`src/rtl/rv_core_pkg.sv`:
```
// Shared core definitions for the fetch front end: PC generator state,
// address width and instruction size. Used by pc_gen, instr_fetch and decode.
package rv_core_pkg;

  localparam int XLEN        = 32;
  localparam int INSTR_BYTES = 4;

  localparam logic [XLEN-1:0] DEFAULT_RESET_VECTOR = '0;

  typedef enum logic [1:0] {
    BOOT  = 2'd0,
    FETCH = 2'd1,
    FAULT = 2'd2
  } pc_state_e;

  function automatic logic is_word_aligned(input logic [1:0] addr_lsb);
    return addr_lsb == 2'b00;
  endfunction

endpackage

```
`src/rtl/pc_gen_if.sv`:
```
// Instruction-memory request bus between pc_gen (master) and instr_fetch /
// instruction memory (slave).
interface pc_gen_if #(
  parameter int XLEN = rv_core_pkg::XLEN
);

  logic            mem_req_o;
  logic            mem_gnt_i;
  logic [XLEN-1:0] program_count;

  modport master (
    output mem_req_o,
    output program_count,
    input  mem_gnt_i
  );

  modport slave (
    input  mem_req_o,
    input  program_count,
    output mem_gnt_i
  );

endinterface

```
`src/rtl/pc_gen.sv`:
```
// Program-counter generation stage: req/gnt fetch requests, +4 advance, stall,
// redirect and misaligned-target trap. Optional stall counter: PC_GEN_PERF_CNT_EN.
module pc_gen #(
  parameter int                   XLEN         = rv_core_pkg::XLEN,
  parameter logic [XLEN-1:0]      RESET_VECTOR = rv_core_pkg::DEFAULT_RESET_VECTOR
) (
  input  logic            clk,
  input  logic            reset,
  input  logic            stall_i,
  input  logic            redirect_valid_i,
  input  logic [XLEN-1:0] redirect_pc_i,
  pc_gen_if.master        bus,
  output logic            fetch_done_o,
  output logic [XLEN-1:0] fetched_pc_o,
  output logic            misalign_o,
  output logic [31:0]     stall_cnt_o
);

  import rv_core_pkg::*;

  pc_state_e       state_q, state_d;
  logic [XLEN-1:0] pc_q, pc_d;
  logic [XLEN-1:0] fetched_pc_q, fetched_pc_d;
  logic            fetch_done_q, fetch_done_d;
  logic            misalign_q, misalign_d;

  logic req;
  logic grant;
  logic redirect_take;
  logic target_ok;

  assign redirect_take = redirect_valid_i && (state_q != BOOT);
  assign target_ok     = is_word_aligned(redirect_pc_i[1:0]);
  assign grant         = req && bus.mem_gnt_i;

  // NOTE: state flops use <= so every flop samples pre-edge values together.
  always_ff @(posedge clk or posedge reset) begin
    if (reset) state_q <= BOOT;
    else       state_q <= state_d;
  end

  // NOTE: default assignment first so no path leaves state_d unassigned (no latch).
  always_comb begin
    state_d = state_q;
    unique case (state_q)
      BOOT:         state_d = FETCH;
      FETCH, FAULT: if (redirect_take) state_d = target_ok ? FETCH : FAULT;
      default:      state_d = BOOT;
    endcase
  end

  always_comb begin
    req = (state_q == FETCH) && !stall_i;
  end

  // Redirect has priority over the +4 advance; a same-cycle grant still reports.
  always_comb begin
    pc_d         = pc_q;
    misalign_d   = misalign_q;
    fetch_done_d = grant;
    fetched_pc_d = grant ? pc_q : fetched_pc_q;
    if (redirect_take) begin
      pc_d       = redirect_pc_i;
      misalign_d = !target_ok;
    end else if (grant) begin
      pc_d = pc_q + XLEN'(INSTR_BYTES);
    end
  end

  // NOTE: every flop here is control-visible, so all take the async reset.
  always_ff @(posedge clk or posedge reset) begin
    if (reset) begin
      pc_q         <= RESET_VECTOR;
      fetched_pc_q <= '0;
      fetch_done_q <= 1'b0;
      misalign_q   <= 1'b0;
    end else begin
      pc_q         <= pc_d;
      fetched_pc_q <= fetched_pc_d;
      fetch_done_q <= fetch_done_d;
      misalign_q   <= misalign_d;
    end
  end

`ifdef PC_GEN_PERF_CNT_EN
  logic [31:0] stall_cnt_q;

  always_ff @(posedge clk or posedge reset) begin
    if (reset) begin
      stall_cnt_q <= '0;
    end else if ((state_q == FETCH) && stall_i && (stall_cnt_q != '1)) begin
      stall_cnt_q <= stall_cnt_q + 32'd1;
    end
  end

  assign stall_cnt_o = stall_cnt_q;
`else
  assign stall_cnt_o = '0;
`endif

  assign bus.mem_req_o     = req;
  assign bus.program_count = pc_q;
  assign fetch_done_o      = fetch_done_q;
  assign fetched_pc_o      = fetched_pc_q;
  assign misalign_o        = misalign_q;

endmodule

```
`src/flat_wrapper.sv`:
```
// flat-port wrapper written by rule: the top's interface ports become plain ports
module pc_gen_flat import rv_core_pkg::*;
#(
  parameter int                   XLEN         = rv_core_pkg::XLEN,
  parameter logic [XLEN-1:0]      RESET_VECTOR = rv_core_pkg::DEFAULT_RESET_VECTOR
)
  (clk, reset, stall_i, redirect_valid_i, redirect_pc_i, fetch_done_o, fetched_pc_o, misalign_o, stall_cnt_o, bus_mem_req_o, bus_program_count, bus_mem_gnt_i);
  pc_gen_if #(.XLEN(XLEN)) bus_i ();
  input  logic clk;
  input  logic reset;
  input  logic stall_i;
  input  logic redirect_valid_i;
  input  logic [XLEN-1:0] redirect_pc_i;
  output logic fetch_done_o;
  output logic [XLEN-1:0] fetched_pc_o;
  output logic misalign_o;
  output logic [31:0] stall_cnt_o;
  output wire logic [$bits(bus_i.mem_req_o)-1:0] bus_mem_req_o;
  output wire logic [$bits(bus_i.program_count)-1:0] bus_program_count;
  input wire logic [$bits(bus_i.mem_gnt_i)-1:0] bus_mem_gnt_i;
  assign bus_mem_req_o = bus_i.mem_req_o;
  assign bus_program_count = bus_i.program_count;
  assign bus_i.mem_gnt_i = bus_mem_gnt_i;
  pc_gen #(.XLEN(XLEN), .RESET_VECTOR(RESET_VECTOR)) u_core (.clk(clk), .reset(reset), .stall_i(stall_i), .redirect_valid_i(redirect_valid_i), .redirect_pc_i(redirect_pc_i), .bus(bus_i), .fetch_done_o(fetch_done_o), .fetched_pc_o(fetched_pc_o), .misalign_o(misalign_o), .stall_cnt_o(stall_cnt_o));
endmodule
```
`config.mk`:
```
export PLATFORM = sky130hd
export DESIGN_NAME = pc_gen_flat
export DESIGN_NICKNAME = d
export VERILOG_FILES = /design/src/rtl/rv_core_pkg.sv /design/src/rtl/pc_gen_if.sv /design/src/rtl/pc_gen.sv /design/src/flat_wrapper.sv
export SDC_FILE = /design/constraint.sdc
export NUM_CORES = 1
export LEC_CHECK = 0
export CAP_MARGIN = 0
export CORE_MARGIN = 1.5
export CORE_UTILIZATION = 30
export CTS_CLUSTER_SIZE = 28
export DETAILED_ROUTE_END_ITERATION = 7
export GPL_ROUTABILITY_DRIVEN = 0
export HOLD_SLACK_MARGIN = 0.06
export SLEW_MARGIN = 30
export SYNTH_ARGS = -nofsm -noshare
export SYNTH_HDL_FRONTEND = slang
export SYNTH_SLANG_ARGS = --single-unit
```
`constraint.sdc`:
```
create_clock -name clk -period 2.2 [get_ports clk]
set_input_delay 0.44 -clock clk [delete_from_list [all_inputs] [get_ports clk]]
set_output_delay 0.44 -clock clk [all_outputs]
set_load 0.02 [all_outputs]
```
# Word-level counts from Yosys, hierarchy flattened
# Cells that the tools add are included.
[word_totals]
wordCells = 24
out_inout_bits = 99
input_bits = 37
ff_bits = 68
[classes]
n_reduce_logical = 10
n_eq_ne = 3
n_addsub = 1
n_mux = 5
[ops]
columns = ["op", "count"]
rows = [
  ["$mux W32", 2],
  ["$add A32 B3 Y32 const B", 1],
  ["$logic_not A2 Y1", 2],
  ["$mux W2", 2],
  ["$pmux W2 S2", 1],
  ["$reduce_bool A2 Y1", 2],
  ["$logic_and A1 B1 Y1", 3],
  ["$eq A2 B1 Y1 const B", 1],
  ["$eq A2 B2 Y1 const B", 1],
  ["$logic_not A1 Y1", 2],
  ["$ne A2 B1 Y1 const B", 1],
  ["$reduce_or A2 Y1", 1],
]

# Logic depth before layout (Yosys ltp)
# Gate-level depths: netlist (run 1).
[logic_depth]
word_depth = 5
depth_mapped = 8
depth_no_buf = 7

# Least setup slack after synthesis (run 1)
# OpenSTA, ideal clock, no wires.
[synth_path]
path_type = "register -> register"
from = "register u_core.pc_q[2] (netlist: u_core.bus.program_count[2])"
to = "register u_core.pc_q[30] (netlist: u_core.bus.program_count[30])"
period_less_slack_ps = 2032
stages_incl_launch_ff = 7
path_buffers = 0
required_ps = 2076
path_slack_ps = 168
arrival_ps = 1909
setup_time_ps = 124
cell_sequence = "dfrtp_1 ha_1 nand4b_2 nor3_2 nand3_2 o31a_1 o31a_1"
[synth_between]
elab_chain_len = 3
[synth_lines]
columns = ["item", "line_no", "rtl"]
rows = [
  ["start: declaration", "pc_gen.sv:22", "logic [XLEN-1:0] pc_q, pc_d;"],
  ["start signal: assignment", "pc_gen.sv:78", "pc_q <= pc_d;"],
  ["$add A32 B3 Y32", "pc_gen.sv:66", "pc_d = pc_q + XLEN'(INSTR_BYTES);"],
  ["$mux W32", "pc_gen.sv:65", "end else if (grant) begin"],
  ["$mux W32", "pc_gen.sv:62", "if (redirect_take) begin"],
]
# No other way between the ends. The select of a mux whose other input is x is not followed.
# A chain may end at the register's enable or synchronous reset.

# Final worst setup path (run 1)
[layout_path]
from = "register u_core.state_q[1]"
to = "register u_core.pc_q[21] (netlist: u_core.bus.program_count[21])"
[layout_between]
elab_chain_len = 4
word_cells_on_any_way = 7
cone_classes = "eq/ne: 1; mux: 1; reduce/logical: 5"
[layout_lines]
columns = ["item", "line_no", "rtl"]
rows = [
  ["start: declaration", "pc_gen.sv:21", "pc_state_e state_q, state_d;"],
  ["start signal: assignment", "pc_gen.sv:39", "else state_q <= state_d;"],
  ["$eq A2 B1 Y1", "pc_gen.sv:53", "req = (state_q == FETCH) && !stall_i;"],
  ["$logic_and A1 B1 Y1", "pc_gen.sv:53", ""],
  ["$logic_and A1 B1 Y1", "pc_gen.sv:34", "assign grant = req && bus.mem_gnt_i;"],
  ["$reduce_bool A2 Y1 (no line)", "-", ""],
]
# Several ways; a longest one is shown, not always the timed one.

==> impl_metrics.yaml, run 1 <==
sta:
  rsz0062_at_grt: "no"
  slew_viol_final: 0
  finalWorstPathRequiredPeriod_ns: 2.04
  tightest_slew_ns: 0.532
  setup_viol: 0
  min_period_over_period_pct: 92.5
  slew_headroom_pct: 64.5
  hold_viol_final: 0
  fin_skew_ns: 0.00547
  fmax_mhz: 491
logic_synthesis:
  synth_edf_count: 0
  synth_seq_area_share_pct: 49.9
  async_flop_share_pct: 100
  synth_area_per_cell_um2: 8.91
  yosys.area.top_type: "dfrtp_1"
  netlist_top_cells_area: "dfrtp_1, nand2_1, buf_4, o21ai_0, xor2_1"
  synth.distinct_cells: 38
  synthCells: 383
  synth_top_cell_area_share_pct: 49.9
  yosys_register_bits: 68
  syn-cell-area_um2: 3410
  synth_flop_cell: "dfrtp_1"
  yosysWarnings: 0
die:
  io_pins: 136
  placementRows: 38
  initial_core_util_pct: 31.1
  fp.dieW_um: 110
  core_um2: 11000
  die_h_um: 110
  design.die.area_um2: 12000
setup_path:
  critPathSlowestCell: "or3_4"
  slowest_delay_ns: 0.45
  cp_max_fo: 4
  critPathArrivalTime_ns: 2.24
  r2r_start: "u_core.state_q[1]"
  cp_cell_sequence: "inv_1, ha_2, nand3b_1, or3_4, nor4_2, xnor2_1, a21oi_1"
  r2r_setup_slack_ns: 0.16
  crit_path_end_kind: "flop"
  rr_worst_depth: 7
  timing.rr.end: "u_core.bus.program_count[21]"
  setup.worst_path.class: "flop to flop"
  crit_required_ns: 2.40
  setup.worst_path.start_class: "flop"
cells_and_area:
  final_layout_size_suffix_gt1_share_pct: 10.7
  fill_cells: 1112
  area_growth_pct: 46.1
  final_util_pct: 45.4
  finalInstanceArea_um2: 4990
  final_nets: 549
  n_antenna_cell: 0
hold_path:
  hold_depth: 2
  whs_endpoint: "u_core.fetched_pc_o[2]"
  hp-start: "u_core.fetched_pc_o[2]"
  hold_path_class: "flop to flop"
global_route:
  antenna_found_initial: 0
  grt_overflow: 0
  grt_pass1_wl_um: 14800
  grt_pass1_vias: 2916
  grt_max_degree: 40
  grt.total_usage_pct: 16.3
status:
  status: "finished, final reports clean"
power_and_ir_drop:
  p_leak_nw: 2.24
  total_power_mw: 7.24
  cellPowerDensity_nw_per_um2: 1450
  ir_drop_mv: 0.555
clocking:
  cts_num_sinks: 68
  numCtsBuffers: 9
  clock_tree.root_cell: "clkbuf_16"
  insertion_delay_ns: 0.33
  ctsHtreeMaxLevel: 3
  postCtsSetupBuffers: 0
  clk_pin_slew_ns: 0.06
  cts_tree: "yes"
  clock_path_buffers: 2
route:
  avgViaCountPerCell: 4.48
  drcViolationCount: 0
  drt_iter0_drc: 113
  wl_um: 9170
  first_pass_iters: 4
  vias: 2923
  wl_per_cell_um: 14.0
  postRouteAntennaNets: 0
place:
  post_dp_cell_area_um2: 4680
  dp_hpwl_um: 6900
  io_buffers: 103
run:
  maxCapViolCount: 0
-- power by group --
group | switching, mW | total [mW] | internal (mW)
Sequential | 0.574 | 2.42 | 1.84
Combinational | 1.77 | 3.36 | 1.59
Clock | 0.530 | 1.47 | 0.935
Total | 2.88 | 7.24 | 4.36
-- routing by layer --
layer / share of wire, % / global-route usage [%] / wire [µm] / vias up
met5: 0 / 0 / 0 / -
met4: 0.75 / 4.08 / 69 / 0
met3: 6.1 / 4.56 / 559 / 7
met2: 48 / 26.7 / 4440 / 88
met1: 45 / 21.2 / 4100 / 1388
li1: - / - / - / 1440
-- cell usage in the layout (no fill, tap or decap), types with 2 or more instances in the layout --
master and count:
xnor2_1 11, nand2b_1 4, nor3_1 2, and3_1 2
clkbuf_16 9, o21ai_0 28, nand3_1 12, or3_1 2
a21oi_1 2, a31oi_1 3, buf_4 23, clkinv_2 2
conb_1 32, ha_1 3, nor4_1 3, inv_1 6
clkdlybuf4s50_1 102, nor2_1 15, buf_12 3, o31a_1 4
nand4_1 8, dfrtp_1 68, nor3_2 2, xor2_1 14
clkbuf_8 2, and4_1 2, nand2_1 129
-- cells by family after synthesis --
family	share of synthesized area, %
AOI/OAI and AO/OA	6.23
xor gates and xnor gates	6.42
adders and majority gates	1.47
buffers and inverters	9.39
DFF	49.9
muxes	0.330
other	0.110
and+or+nand+nor	26.2
-- stage by stage --
step | instances | setup slack, ns | hold slack [ns] | setup TNS (ns)
after floorplan | 414 | 0.0485 | 0.530 | 0
after global placement | 637 | -0.0453 | 0.459 | -0.116
after detailed placement | 637 | -0.112 | 0.462 | -0.513
after CTS | 653 | 0.108 | 0.476 | 0
after global routing | 653 | 0.0410 | 0.496 | 0
final | 653 | 0.164 | 0.469 | 0
-- how the worst max path moves through the flow --
stage               slack, ns               from                           end
finish                   0.16  u_core.state_q[1]  u_core.bus.program_count[21]
global route             0.04  u_core.state_q[1]  u_core.bus.program_count[27]
CTS                      0.11  u_core.state_q[1]  u_core.bus.program_count[21]
detailed placement      -0.11            stall_i  u_core.bus.program_count[21]
global placement        -0.05            stall_i  u_core.bus.program_count[20]
floorplan                0.05              reset   u_core.bus.program_count[0]
-- final cells by class --
type                            instances  area (µm²)  area share [%]
Tap cell                              140         175            3.51
Clock buffer                           12         256            5.14
Clock inverter                          4        47.5           0.954
Inverter                                7        26.3           0.527
Multi-Input combinational cell        293        1520            30.4
Sequential cell                        68        1700            34.1
Timing Repair Buffer                  129        1260            25.3
-- cells in the mapped netlist, drive strengths merged (2+ instances only) --
master / n
nand3: 13
and3: 3
xnor2: 11
nor2b: 2
o31a: 4
nand2b: 4
buf: 34
and4: 2
nand2: 129
clkbuf: 12
o21ai: 28
nor3: 5
a21oi: 2
ha: 4
nor2: 16
nand4: 9
a31oi: 3
inv: 7
dfrtp: 68
xor2: 14
nor4: 4
or3: 3
-- timing repair --
| action | in CTS | in global routing |
|---|---|---|
| resized for setup | 1 | 1 |
| hold endpoints to repair | 0 | 0 |
| pin swaps | 0 | 0 |
| hold buffers | 0 | 0 |
| setup endpoints to repair | 1 | 3 |
-- registers in the layout, summed over array words and instances, names as in the netlist --
| register | flops |
|---|---|
| u_core.misalign_o | 1 |
| u_core.bus.program_count | 32 |
| u_core.state_q | 2 |
| u_core.fetched_pc_o | 32 |
| u_core.fetch_done_o | 1 |
-- critical path: cells and delay by family (launching register included) --
family	cells	cell delay [ns]
compound gates	1	0.08
xor+xnor	1	0.15
fa+ha+maj	1	0.23
buf+inv	1	0.09
flops	1	0.39
simple gates	3	0.96
No activity file was read; power rests on OpenSTA's default activity.
==> run 2, diff against run 1 <==
- CTS_BUF_LIST: default -> sky130_fd_sc_hd__clkbuf_8
- clock period: 2.2 -> 2.5 ns (I/O delays scaled with it)
==> impl_metrics.yaml, run 2 (synthesized netlist as in run 1, its figures left out) <==
sta:
  fmax_mhz: 426
  min_period_over_period_pct: 94.0
  rsz0062_at_grt: "no"
  setup_tns_ns: 0
  fin_skew_ns: 0.00793
  setup_viol: 0
  finalWorstPathRequiredPeriod_ns: 2.35
  slew_viol_final: 0
  whs_ns: 0.474
  hold_viol_final: 0
global_route:
  antenna_found_initial: 0
  grt_pass1_vias: 2772
  grt.total_usage_pct: 16.1
  grt_overflow: 0
  grt_pass1_wl_um: 14500
  grt_max_degree: 69
setup_path:
  crit_required_ns: 2.00
  crit_path_end_kind: "output pin"
  cp_max_fo: 3
  critPathSlowestCell: "clkdlybuf4s50_1"
  crit_family: "buffers and inverters"
  slowest_delay_ns: 0.61
  setup.worst_path.class: "flop to output pin"
  setup.worst_path.start_class: "flop"
  cp_cell_sequence: "inv_1, ha_1, nor2b_1, clkdlybuf4s50_1"
  critPathArrivalTime_ns: 1.85
  cp_num_buf_inv: 2
cells_and_area:
  final-seq-area_um2: 1700
  final_nets: 536
  n_antenna_cell: 0
  final_cell_mix: "nand2_1, clkdlybuf4s50_1, dfrtp_1, conb_1, o21ai_0"
  final_layout_size_suffix_gt1_share_pct: 7.60
  area_growth_pct: 39.3
  final_common_cell: "nand2_1"
  multi_input_area_um2: 1510
  fill_cells: 1121
  final_util_pct: 43.3
hold_path:
  hold_path_class: "flop to flop"
route:
  avgViaCountPerCell: 4.47
  vias: 2863
  wl_per_cell_um: 14.1
  first_pass_iters: 4
  drt_iter0_drc: 115
  wl_um: 9040
  postRouteAntennaNets: 0
  drcViolationCount: 0
die:
  fp.dieW_um: 110
  die_h_um: 110
  io_pins: 136
  design.die.area_um2: 12000
  core_um2: 11000
  placementRows: 38
  initial_core_util_pct: 31.1
place:
  io_buffers: 103
  dp_hpwl_um: 6650
run:
  maxCapViolCount: 0
clocking:
  numCtsBuffers: 9
  insertion_delay_ns: 0.36
  post_cts_resized: 0
  ctsHtreeMaxLevel: 3
  clock_path_buffers: 2
  clock_tree.root_cell: "clkbuf_8"
  postCtsHoldBufs: 0
  postCtsSetupBuffers: 0
  cts_tree: "yes"
  clk_pin_slew_ns: 0.07
  cts_num_sinks: 68
power_and_ir_drop:
  p_leak_nw: 2.13
  cellPowerDensity_nw_per_um2: 1240
  ir_drop_mv: 0.432
  total_power_mw: 5.91
status:
  status: "finished, final reports clean"
==> run 2: layout make-up <==
class	count	area share, %
multi-input combinational	293	31.8
inverter	7	0.553
clock buffer	11	3.18
tap	140	3.68
timing repair buffer	116	24.0
sequential	68	35.8
clock inverter	5	0.947
==> run 2: where the power goes <==
part / internal (mW) / leakage [nW] / switching, mW / total (mW)
combinational: 1.34 / 1.18 / 1.50 / 2.83
sequential: 1.62 / 0.840 / 0.541 / 2.16
clock: 0.502 / 0.115 / 0.417 / 0.918
==> run 2: worst reg2reg max path, stage by stage, from the launching register on <==
cell and delay [ns]:
dfrtp_1 0.39, inv_1 0.09, ha_1 0.25, nand3b_1 0.22
or3_4 0.46, nor4_2 0.30, xnor2_1 0.15, a21oi_1 0.08
==> run 2: path summary, 6_finish.rpt <==
path / from / endpoint / slack, ns / cells past startpoint
setup / recovery: u_core.state_q[1] / bus_mem_req_o / 0.15 / 4
hold / removal: u_core.fetched_pc_o[27] / u_core.fetched_pc_o[27] / 0.47 / 2
max in group asynchronous: reset / u_core.fetched_pc_o[20] / 1.66 / 3
setup reg to reg: u_core.state_q[1] / u_core.bus.program_count[21] / 0.45 / 7
hold reg to reg: u_core.fetched_pc_o[27] / u_core.fetched_pc_o[27] / 0.47 / 2
min in group asynchronous: reset / u_core.fetched_pc_o[5] / 0.55 / 3
==> run 2: per-stage QoR <==
step | setup WS [ns] | std cells | cell area (µm²)
floorplan | 0.288 | 414 | 3530
global placement | 0.160 | 624 | 4560
detailed placement | 0.122 | 624 | 4560
CTS | 0.125 | 640 | 4750
global route | 0.0648 | 640 | 4750
finish | 0.151 | 640 | 4750
==> run 2: layer usage <==
metal	track usage (%)	up-vias	wire length [µm]
met2	25.4	91	4400
met5	0	-	0
met3	4.74	9	610
met1	20.9	1354	3930
li1	-	1409	-
met4	5.47	0	104
==> run 3, diff against run 2 <==
- CELL_PAD_IN_SITES_DETAIL_PLACEMENT: default -> 0
- CELL_PAD_IN_SITES_GLOBAL_PLACEMENT: default -> 1
- PLACE_DENSITY_LB_ADDON: default -> 0.1
- clock period: 2.5 -> 2.4 ns (I/O delays scaled with it)
==> impl_metrics.yaml, run 3 (synthesized netlist as in run 1, its figures left out) <==
setup_path:
  setup.worst_path.start_class: "flop"
  critPathArrivalTime_ns: 2.25
  crit_required_ns: 2.63
  r2r_start: "u_core.state_q[1]"
  setup.worst_path.class: "flop to flop"
  crit_path_end_kind: "flop"
  timing.rr.end: "u_core.bus.program_count[21]"
  r2r_setup_slack_ns: 0.38
  rr_worst_depth: 7
  cp_cell_sequence: "inv_1, ha_1, nand3b_1, or3_4, nor4_2, xnor2_1, a21oi_1"
  cp_max_fo: 4
  slowest_delay_ns: 0.45
  critPathSlowestCell: "or3_4"
sta:
  fmax_mhz: 495
  setup_viol: 0
  hold_viol_final: 0
  finalWorstPathRequiredPeriod_ns: 2.02
  rsz0062_at_grt: "no"
  min_period_over_period_pct: 84.2
  fin_skew_ns: 0.00780
  slew_viol_final: 0
  setup_tns_ns: 0
clocking:
  cts_tree: "yes"
  clk_pin_slew_ns: 0.07
  clock_tree.root_cell: "clkbuf_8"
  insertion_delay_ns: 0.35
  clock_path_buffers: 2
  numCtsBuffers: 9
  postCtsSetupBuffers: 0
  ctsHtreeMaxLevel: 3
  cts_num_sinks: 68
cells_and_area:
  final_cell_mix: "nand2_1, clkdlybuf4s50_1, dfrtp_1, conb_1, o21ai_0"
  multi_input_area_um2: 1510
  n_antenna_cell: 0
  final-seq-area_um2: 1700
  final_layout_size_suffix_gt1_share_pct: 8.73
  final_nets: 540
  final_common_cell: "nand2_1"
  area_growth_pct: 39.9
  final_util_pct: 43.5
  fill_cells: 1132
place:
  io_buffers: 103
  dp_hpwl_um: 6650
power_and_ir_drop:
  ir_drop_mv: 0.506
  total_power_mw: 6.13
  p_leak_nw: 2.15
  cellPowerDensity_nw_per_um2: 1280
die:
  design.die.area_um2: 12000
  io_pins: 136
  core_um2: 11000
  initial_core_util_pct: 31.1
  fp.dieW_um: 110
  die_h_um: 110
  placementRows: 38
hold_path:
  whs_endpoint: "u_core.fetched_pc_o[28]"
  hold_depth: 2
  hp-start: "u_core.fetched_pc_o[28]"
  hold_path_class: "flop to flop"
global_route:
  grt.total_usage_pct: 15.9
  grt_pass1_wl_um: 14600
  grt_max_degree: 69
  grt_overflow: 0
  antenna_found_initial: 0
  grt_pass1_vias: 2796
run:
  maxCapViolCount: 0
route:
  vias: 2860
  postRouteAntennaNets: 0
  first_pass_iters: 4
  avgViaCountPerCell: 4.44
  wl_um: 9020
  wl_per_cell_um: 14.0
  drcViolationCount: 0
  drt_iter0_drc: 110
status:
  status: "finished, final reports clean"
-- run 3: critical path, delay by kind of cell (launching register included) --
family                     cells  cell delay (ns)
and+or+nand+nor                3             0.95
DFF                            1             0.40
adders and majority gates      1             0.24
xor gates and xnor gates       1             0.15
buffers and inverters          1             0.09
AOI/OAI and AO/OA              1             0.08
-- run 3: per-stage QoR --
stage                     worst slack (ns)  hold slack [ns]  instance area (µm²)  std cells
final                                0.379            0.473                 4770        644
after global routing                 0.230            0.504                 4770        644
after CTS                           0.0593            0.480                 4770        644
after detailed placement            0.0469            0.462                 4590        628
after global placement              0.0732            0.458                 4590        628
after floorplan                      0.208            0.530                 3530        414
-- run 3: how the worst max path moves through the flow --
stage               slack, ns               from                      endpoint  depth (start not counted)
finish                   0.38  u_core.state_q[1]  u_core.bus.program_count[21]                          7
global route             0.23  u_core.state_q[1]  u_core.bus.program_count[30]                          7
CTS                      0.06  u_core.state_q[1]                 bus_mem_req_o                          4
detailed placement       0.05            stall_i  u_core.bus.program_count[30]                          6
global placement         0.07            stall_i  u_core.bus.program_count[20]                          7
floorplan                0.21              reset   u_core.bus.program_count[0]                          1
-- run 3: routing by layer --
metal / vias up / GRT usage, % / part of all wire [%] / wire length [µm]
met2: 85 / 24.5 / 45 / 4050
met4: 0 / 4.73 / 1.1 / 100
li1: 1417 / - / - / -
met3: 12 / 4.62 / 6.6 / 597
met1: 1346 / 21.6 / 47 / 4270
met5: - / 0 / 0 / 0
-- run 3: repair_timing --
action,in CTS,in global routing
hold endpoints to repair,0,0
setup endpoints to repair,0,1
hold buffers,0,0
gates resized for setup,0,1
-- run 3: report_power, final --
group	switching [mW]	internal [mW]	leakage, nW	total (mW)
sequential	0.538	1.69	0.840	2.22
combinational	1.58	1.42	1.21	2.99
clock	0.444	0.467	0.101	0.911
total	2.56	3.57	2.15	6.13
-- run 3: layout make-up --
type,count,area share (%)
Clock buffer,9,2.59
Clock inverter,7,1.26
Inverter,7,0.550
Multi-Input combinational cell,293,31.7
Sequential cell,68,35.6
Tap cell,140,3.67
Timing Repair Buffer,120,24.6
